--- src/rtl/gate_equiv_sweeper.sv ---
// gate_equiv_sweeper: sweeps every minterm into two implementations of one function,
// captures both truth tables and reports the mismatch count and the lowest mismatching minterm.
module gate_equiv_sweeper #(
  parameter int N_IN   = 2,
  parameter int SETTLE = 1
) (
  input  logic               clk,
  input  logic               rst_n,
  input  logic               start,
  input  logic               s_a,
  input  logic               s_b,
  output logic [N_IN-1:0]    x_out,
  output logic               busy,
  output logic               done,
  output logic               equal,
  output logic [N_IN:0]      mismatch_cnt,
  output logic [N_IN-1:0]    first_bad,
  output logic               first_bad_valid,
  output logic [2**N_IN-1:0] tt_a,
  output logic [2**N_IN-1:0] tt_b
);
  localparam int M = 2**N_IN;
  localparam logic [N_IN-1:0] M_LAST = N_IN'(M - 1);
  localparam logic [3:0] SET = 4'(SETTLE);
  typedef enum logic [1:0] {IDLE, APPLY, SAMPLE, DONE} state_t;
  state_t state_q, state_d;
  logic [N_IN-1:0] m_q, m_d, fb_q, fb_d;
  logic [3:0] cnt_q, cnt_d;
  logic [M-1:0] tt_a_q, tt_a_d, tt_b_q, tt_b_d;
  logic [N_IN:0] mm_q, mm_d;
  logic fbv_q, fbv_d, eq_q, eq_d;
  logic last;
  assign last = m_q == M_LAST;
  always_ff @(posedge clk or negedge rst_n) begin
    if (!rst_n) begin
      state_q <= IDLE;
      m_q     <= '0;
      cnt_q   <= '0;
      tt_a_q  <= '0;
      tt_b_q  <= '0;
      mm_q    <= '0;
      fb_q    <= '0;
      fbv_q   <= 1'b0;
      eq_q    <= 1'b0;
    end else begin
      state_q <= state_d;
      m_q     <= m_d;
      cnt_q   <= cnt_d;
      tt_a_q  <= tt_a_d;
      tt_b_q  <= tt_b_d;
      mm_q    <= mm_d;
      fb_q    <= fb_d;
      fbv_q   <= fbv_d;
      eq_q    <= eq_d;
    end
  end
  always_comb begin
    state_d = state_q == IDLE   ? (start ? APPLY : IDLE) :
              state_q == APPLY  ? (cnt_q == 4'd1 ? SAMPLE : APPLY) :
              state_q == SAMPLE ? (last ? DONE : APPLY) : IDLE;
  end
  always_comb begin
    m_d    = m_q;
    cnt_d  = cnt_q;
    tt_a_d = tt_a_q;
    tt_b_d = tt_b_q;
    mm_d   = mm_q;
    fb_d   = fb_q;
    fbv_d  = fbv_q;
    eq_d   = eq_q;
    if (state_q == IDLE && start) begin
      m_d    = '0;
      cnt_d  = SET;
      tt_a_d = '0;
      tt_b_d = '0;
      mm_d   = '0;
      fb_d   = '0;
      fbv_d  = 1'b0;
      eq_d   = 1'b0;
    end else if (state_q == APPLY) begin
      cnt_d = cnt_q - 4'd1;
    end else if (state_q == SAMPLE) begin
      tt_a_d[m_q] = s_a;
      tt_b_d[m_q] = s_b;
      if (s_a != s_b) begin
        mm_d = mm_q + 1'b1;
        if (!fbv_q) begin
          fb_d  = m_q;
          fbv_d = 1'b1;
        end
      end
      // equal is settled on the edge into DONE so it is valid alongside the pulse
      if (last) eq_d = mm_d == '0;
      else begin
        m_d   = m_q + 1'b1;
        cnt_d = SET;
      end
    end
  end
  always_comb begin
    busy = state_q != IDLE;
    done = state_q == DONE;
  end
  assign x_out           = m_q;
  assign equal           = eq_q;
  assign mismatch_cnt    = mm_q;
  assign first_bad       = fb_q;
  assign first_bad_valid = fbv_q;
  assign tt_a            = tt_a_q;
  assign tt_b            = tt_b_q;
endmodule

--- config.mk ---
export PLATFORM = sky130hd
export DESIGN_NAME = gate_equiv_sweeper
export DESIGN_NICKNAME = d
export VERILOG_FILES = /design/src/rtl/gate_equiv_sweeper.sv
export SDC_FILE = /design/constraint.sdc
export NUM_CORES = 1
export LEC_CHECK = 0
export BUFFER_PORTS_ARGS = -buffer_cell sky130_fd_sc_hd__buf_2
export CORE_MARGIN = 2
export CORE_UTILIZATION = 53
export CTS_CLUSTER_SIZE = 12
export DETAILED_ROUTE_END_ITERATION = 12
export GPL_ROUTABILITY_DRIVEN = 0
export PLACE_DENSITY = 0.77
export SYNTH_ARGS = -nofsm -noshare
export SYNTH_HDL_FRONTEND = slang
export SYNTH_SLANG_ARGS = --single-unit
--- constraint.sdc ---
create_clock -name clk -period 1.67 [get_ports clk]
set_input_delay 0.167 -clock clk [delete_from_list [all_inputs] [get_ports clk]]
set_output_delay 0.167 -clock clk [all_outputs]
set_load 0.02 [all_outputs]
Word-level counts from Yosys, hierarchy flattened --
Cells that the tools add are included.
Operators by class: equal/unequal tests 10, reductions and logical operators 15, $lt $le $gt $ge 2, multiplexer cells 44, add/sub/neg operators 3
Operator list (count):
- two-way mux 4 bit | 10
- two-way mux 2 bit | 14
- two-way mux 3 bit | 7
- two-way mux 1 bit | 10
- AND reduction 3 bit | 3
- bitwise mux 4 bit | 2
- nonzero test 2 bit | 4
- == test 2 bit, second input constant | 3
- == test 4 x 1 -> 1 bit, second input constant | 1
- != test 2 x 1 -> 1 bit, second input constant | 2
- AND reduction 2 bit | 2
- AND reduction 4 bit | 1
- subtractor 4 x 1 -> 4 bit, second input constant | 1
- adder 3 x 1 -> 3 bit, second input constant | 1
- zero test 3 bit | 1
- less-than comparator 2 x 3 -> 1 bit, second input constant | 1
- != test 3 x 1 -> 1 bit, second input constant | 1
- nonzero test 3 bit | 1
- adder 2 x 1 -> 2 bit, second input constant | 1
- demux 1 bit (select 2 bit) | 1
- == test 2 x 1 -> 1 bit, second input constant | 1
- >= comparator 2 x 1 -> 1 bit, second input constant | 1
- logical AND 1 bit | 2
- zero test 2 bit | 1
- 2 further kinds | 2
Word-level totals: input port bits 5, register bits 23

Logic depth before layout (Yosys ltp) --
depth in word-level cells 10, gate-level depth with buffers 6, depth with buffers taken out 5

Worst setup path before layout --
OpenSTA, ideal clock, no wires.
kind flip-flop to flip-flop, from register m_q[0] (netlist: x_out[0]), to register eq_q (netlist: equal), buffers on the path 0, stages on the path, launching flop included 5, setup slack 261 ps, arrival 1287 ps, library setup time 122 ps, cells stage by stage dfrtp_1 > ha_1 > and2_1 > nor2_1 > a32o_1
Between the ends: cells in the longest elaborated chain, start to end 3
Ends and longest elaborated chain:
- start: declaration | line 27 | logic [N_IN-1:0] m_q, m_d, fb_q, fb_d;
- start signal: assignment | line 47 | m_q <= m_d;
- == test 2 bit | line 33 | assign last = m_q == M_LAST;
- nonzero test 2 bit (no source line)
- AND reduction 3 bit (no source line)
- end signal: assignment | line 54 | eq_q <= eq_d;
- end: declaration | line 31 | logic fbv_q, fbv_d, eq_q, eq_d;
Every way passes these cells. A chain may end at the register's enable or synchronous reset.

Final worst setup path --
from register m_q[1] (netlist: x_out[1]), to register eq_q (netlist: equal)
The elaborated chain is that of the path after synthesis.

==> out/results.ini <==
[worst_hold_path]
hp-start = s_a
min_path_cells = 2
min_path_type = in2reg

[clocking]
insertion_delay_ps = 320
cts.htree.levels = 1
cts_resized = 0
clockBufferDepth = 2
cts_tree = yes
cts_inserted_buffers = 3
cts-root-buf = clkbuf_4
clk_pin_slew_ps = 130
cts.sinks = 23

[layout]
n_antenna_cell = 0
nNetsFinal = 159
synthToLayoutAreaGrowth_pct = 14.70
drive_gt1_share_pct = 21.23

[synthesis]
yosys_register_bits = 23
avgSynthCellArea_um2 = 9.917
synth_warnings = 0
yosysSeqAreaShare_pct = 47.97
syn_inst = 121
ys_top_cells_by_area = dfrtp_1 (48%), ha_1 (7.3%), o21ai_0 (7.1%)
synth_top_area_share_pct = 47.97
syn-num-nets = 133
synth.cell_area_um2 = 1200
synth_cell_types = 30
yosysTopAreaCell = dfrtp_1

[global_routing]
grt_overflow = 0
grt_max_degree = 24
first_global_vias = 960
grt.total_usage_pct = 20.74
antenna_found_initial = 0
grt_pass1_wl_mm = 4.140

[sta]
slew_headroom_pct = 48.38
fin_hold_ws_ps = 124.0
setup_violations = 0
finalClockSkew_ps = 5.484
period_share_pct = 90.68
worst_slew_pin_slew_ps = 772.8
final-max-slew-violation-count = 0
fin_setup_tns_ps = 0
hold_viol_final = 0
rsz0062_at_grt = no
fmax_mhz = 660.3
period_needed_ps = 1514

[worst_setup_path]
path_cells = ha_1 > and2_1 > nor2_1 > a32o_1
max_stage_delay_ps = 500
setup.worst_path.start = x_out[1]$_DFFE_PN0P_
crit_path_end_kind = register
cp_max_fo = 7
worstPathRequired_ps = 1890
ff2ff_path_depth = 4
critPathLaunchType = register
r2r-start = x_out[1]$_DFFE_PN0P_
criticalPathCategory = reg2reg
arrival_ps = 1730
crit_path_top_delay_cell = dfrtp_1

[route]
viasPerCell = 5.552
vias = 966
drtIter0Drc = 27
wl_per_cell_um = 13.98
final_antenna_net_count = 0
drc_errors = 0
drt-pass1-iter-count = 6
drt-total-wl_mm = 2.433

[die]
num_rows = 17
ioPinCount = 24
die-area_um2 = 2661
die_height_um = 51.58
fp.dieW_um = 51.58
initial_core_util_pct = 55.31
core-area_um2 = 2170

[status]
status = complete, no violations

[placement]
port-buffer-count = 23
hpwl_mm = 1.737

[power]
peakVddDrop_v = 0.0009654
power_density_nw_per_um2 = 1651
leakagePower_nw = 0.6912

[run]
cap_violations = 0

==> cell usage in the layout (no fill, tap or decap), types with 2 or more instances in the layout <==
cell type	n
and2_1	3
dfrtp_1	23
nor2b_1	4
o21ai_0	17
buf_2	23
inv_1	6
xor2_1	3
a22o_1	4
nand2_1	20
a21oi_1	2
a22oi_1	2
clkbuf_4	3
ha_1	7
mux2i_1	7
nor2_1	3
nand2b_1	2
==> worst paths after layout <==
path | to | slack [ps]
max | equal$_DFFE_PN0P_ | 160
min | tt_a[3]$_DFFE_PN0P_ | 120
max reg2reg | equal$_DFFE_PN0P_ | 160
min reg2reg | equal$_DFFE_PN0P_ | 510
max in group asynchronous | mismatch_cnt[0]$_DFFE_PN0P_ | 970
min in group asynchronous | tt_a[2]$_DFFE_PN0P_ | 340
==> power by group <==
group | internal, W | switching (W) | total, W
registers | 0.000720 | 0.000222 | 0.000942
clock network | 0.0000934 | 0.000177 | 0.000270
logic | 0.000428 | 0.000632 | 0.00106
total | 0.00124 | 0.00103 | 0.00227
==> flip-flops by register name, summed over array words and instances (netlist names) <==
signal,cells
mismatch_cnt,3
first_bad_valid,1
tt_a,4
first_bad,2
state_q,2
tt_b,4
equal,1
x_out,2
cnt_q,4
==> worst max-delay path, delay by kind of cell (launching register included) <==
family                   cells  cell delay [ps]
adder cells (fa/ha/maj)      1              310
AO/OA/AOI/OAI                1              210
AND/OR/NAND/NOR              2              390
flip-flops                   1              500
==> timing repair <==
| action | in CTS | in global routing |
|---|---|---|
| endpoints found under the hold margin | 23 | 0 |
| setup endpoints to repair | 0 | 0 |
| buffers inserted | 0 | 0 |
| hold buffers | 1 | 0 |
==> cell usage after synthesis, drive strengths merged <==
library cell,number
dfrtp,23
nand2,21
o21ai,18
ha,7
mux2i,7
inv,6
a22o,4
nor2b,4
xor2,4
and2,3
nor2,3
a21oi,2
a22oi,2
buf,2
clkbuf,2
nand2b,2
nor3b,2
a21boi,1
a31o,1
a32o,1
nand3,1
nand3b,1
nor3,1
nor4,1
o21bai,1
o31ai,1
==> logic make-up after synthesis <==
logic type / share of synthesized area (%)
compound gates: 15.95
buf+inv: 3.337
mux: 5.840
fa+ha+maj: 7.299
xor+xnor: 3.546
simple gates: 16.06
flops: 47.97
==> final cells by class <==
class / instances / area [um^2]
clock buffers: 4 / 26.28
fillers: 187 / 793.3
flip-flops and latches: 23 / 575.6
multi-input cells: 88 / 584.3
inverters: 6 / 22.52
well taps: 28 / 35.03
repair buffers: 25 / 132.6
==> layer usage <==
metal | track usage (%) | up-vias | wire length [um]
met1 | 25.90 | 479 | 1110
li1 | - | 465 | -
met4 | 9.649 | 0 | 33
met2 | 35.68 | 18 | 1220
met3 | 2.586 | 4 | 69
met5 | 0 | - | 0
==> metrics by stage <==
stage                     std cells  setup WS [ps]  util, %  power, W  area, um^2
after global placement          169          215.1    61.76  0.001960        1340
after detailed placement        169          187.4    61.76  0.002007        1340
after floorplan                 121          261.3        -  0.001693        1200
after CTS                       174          166.5    63.44  0.002282        1376
after global routing            174          68.63    63.44  0.002441        1376
final                           174          155.6    63.44  0.002272        1376
Power figures use the tool's default switching activity.
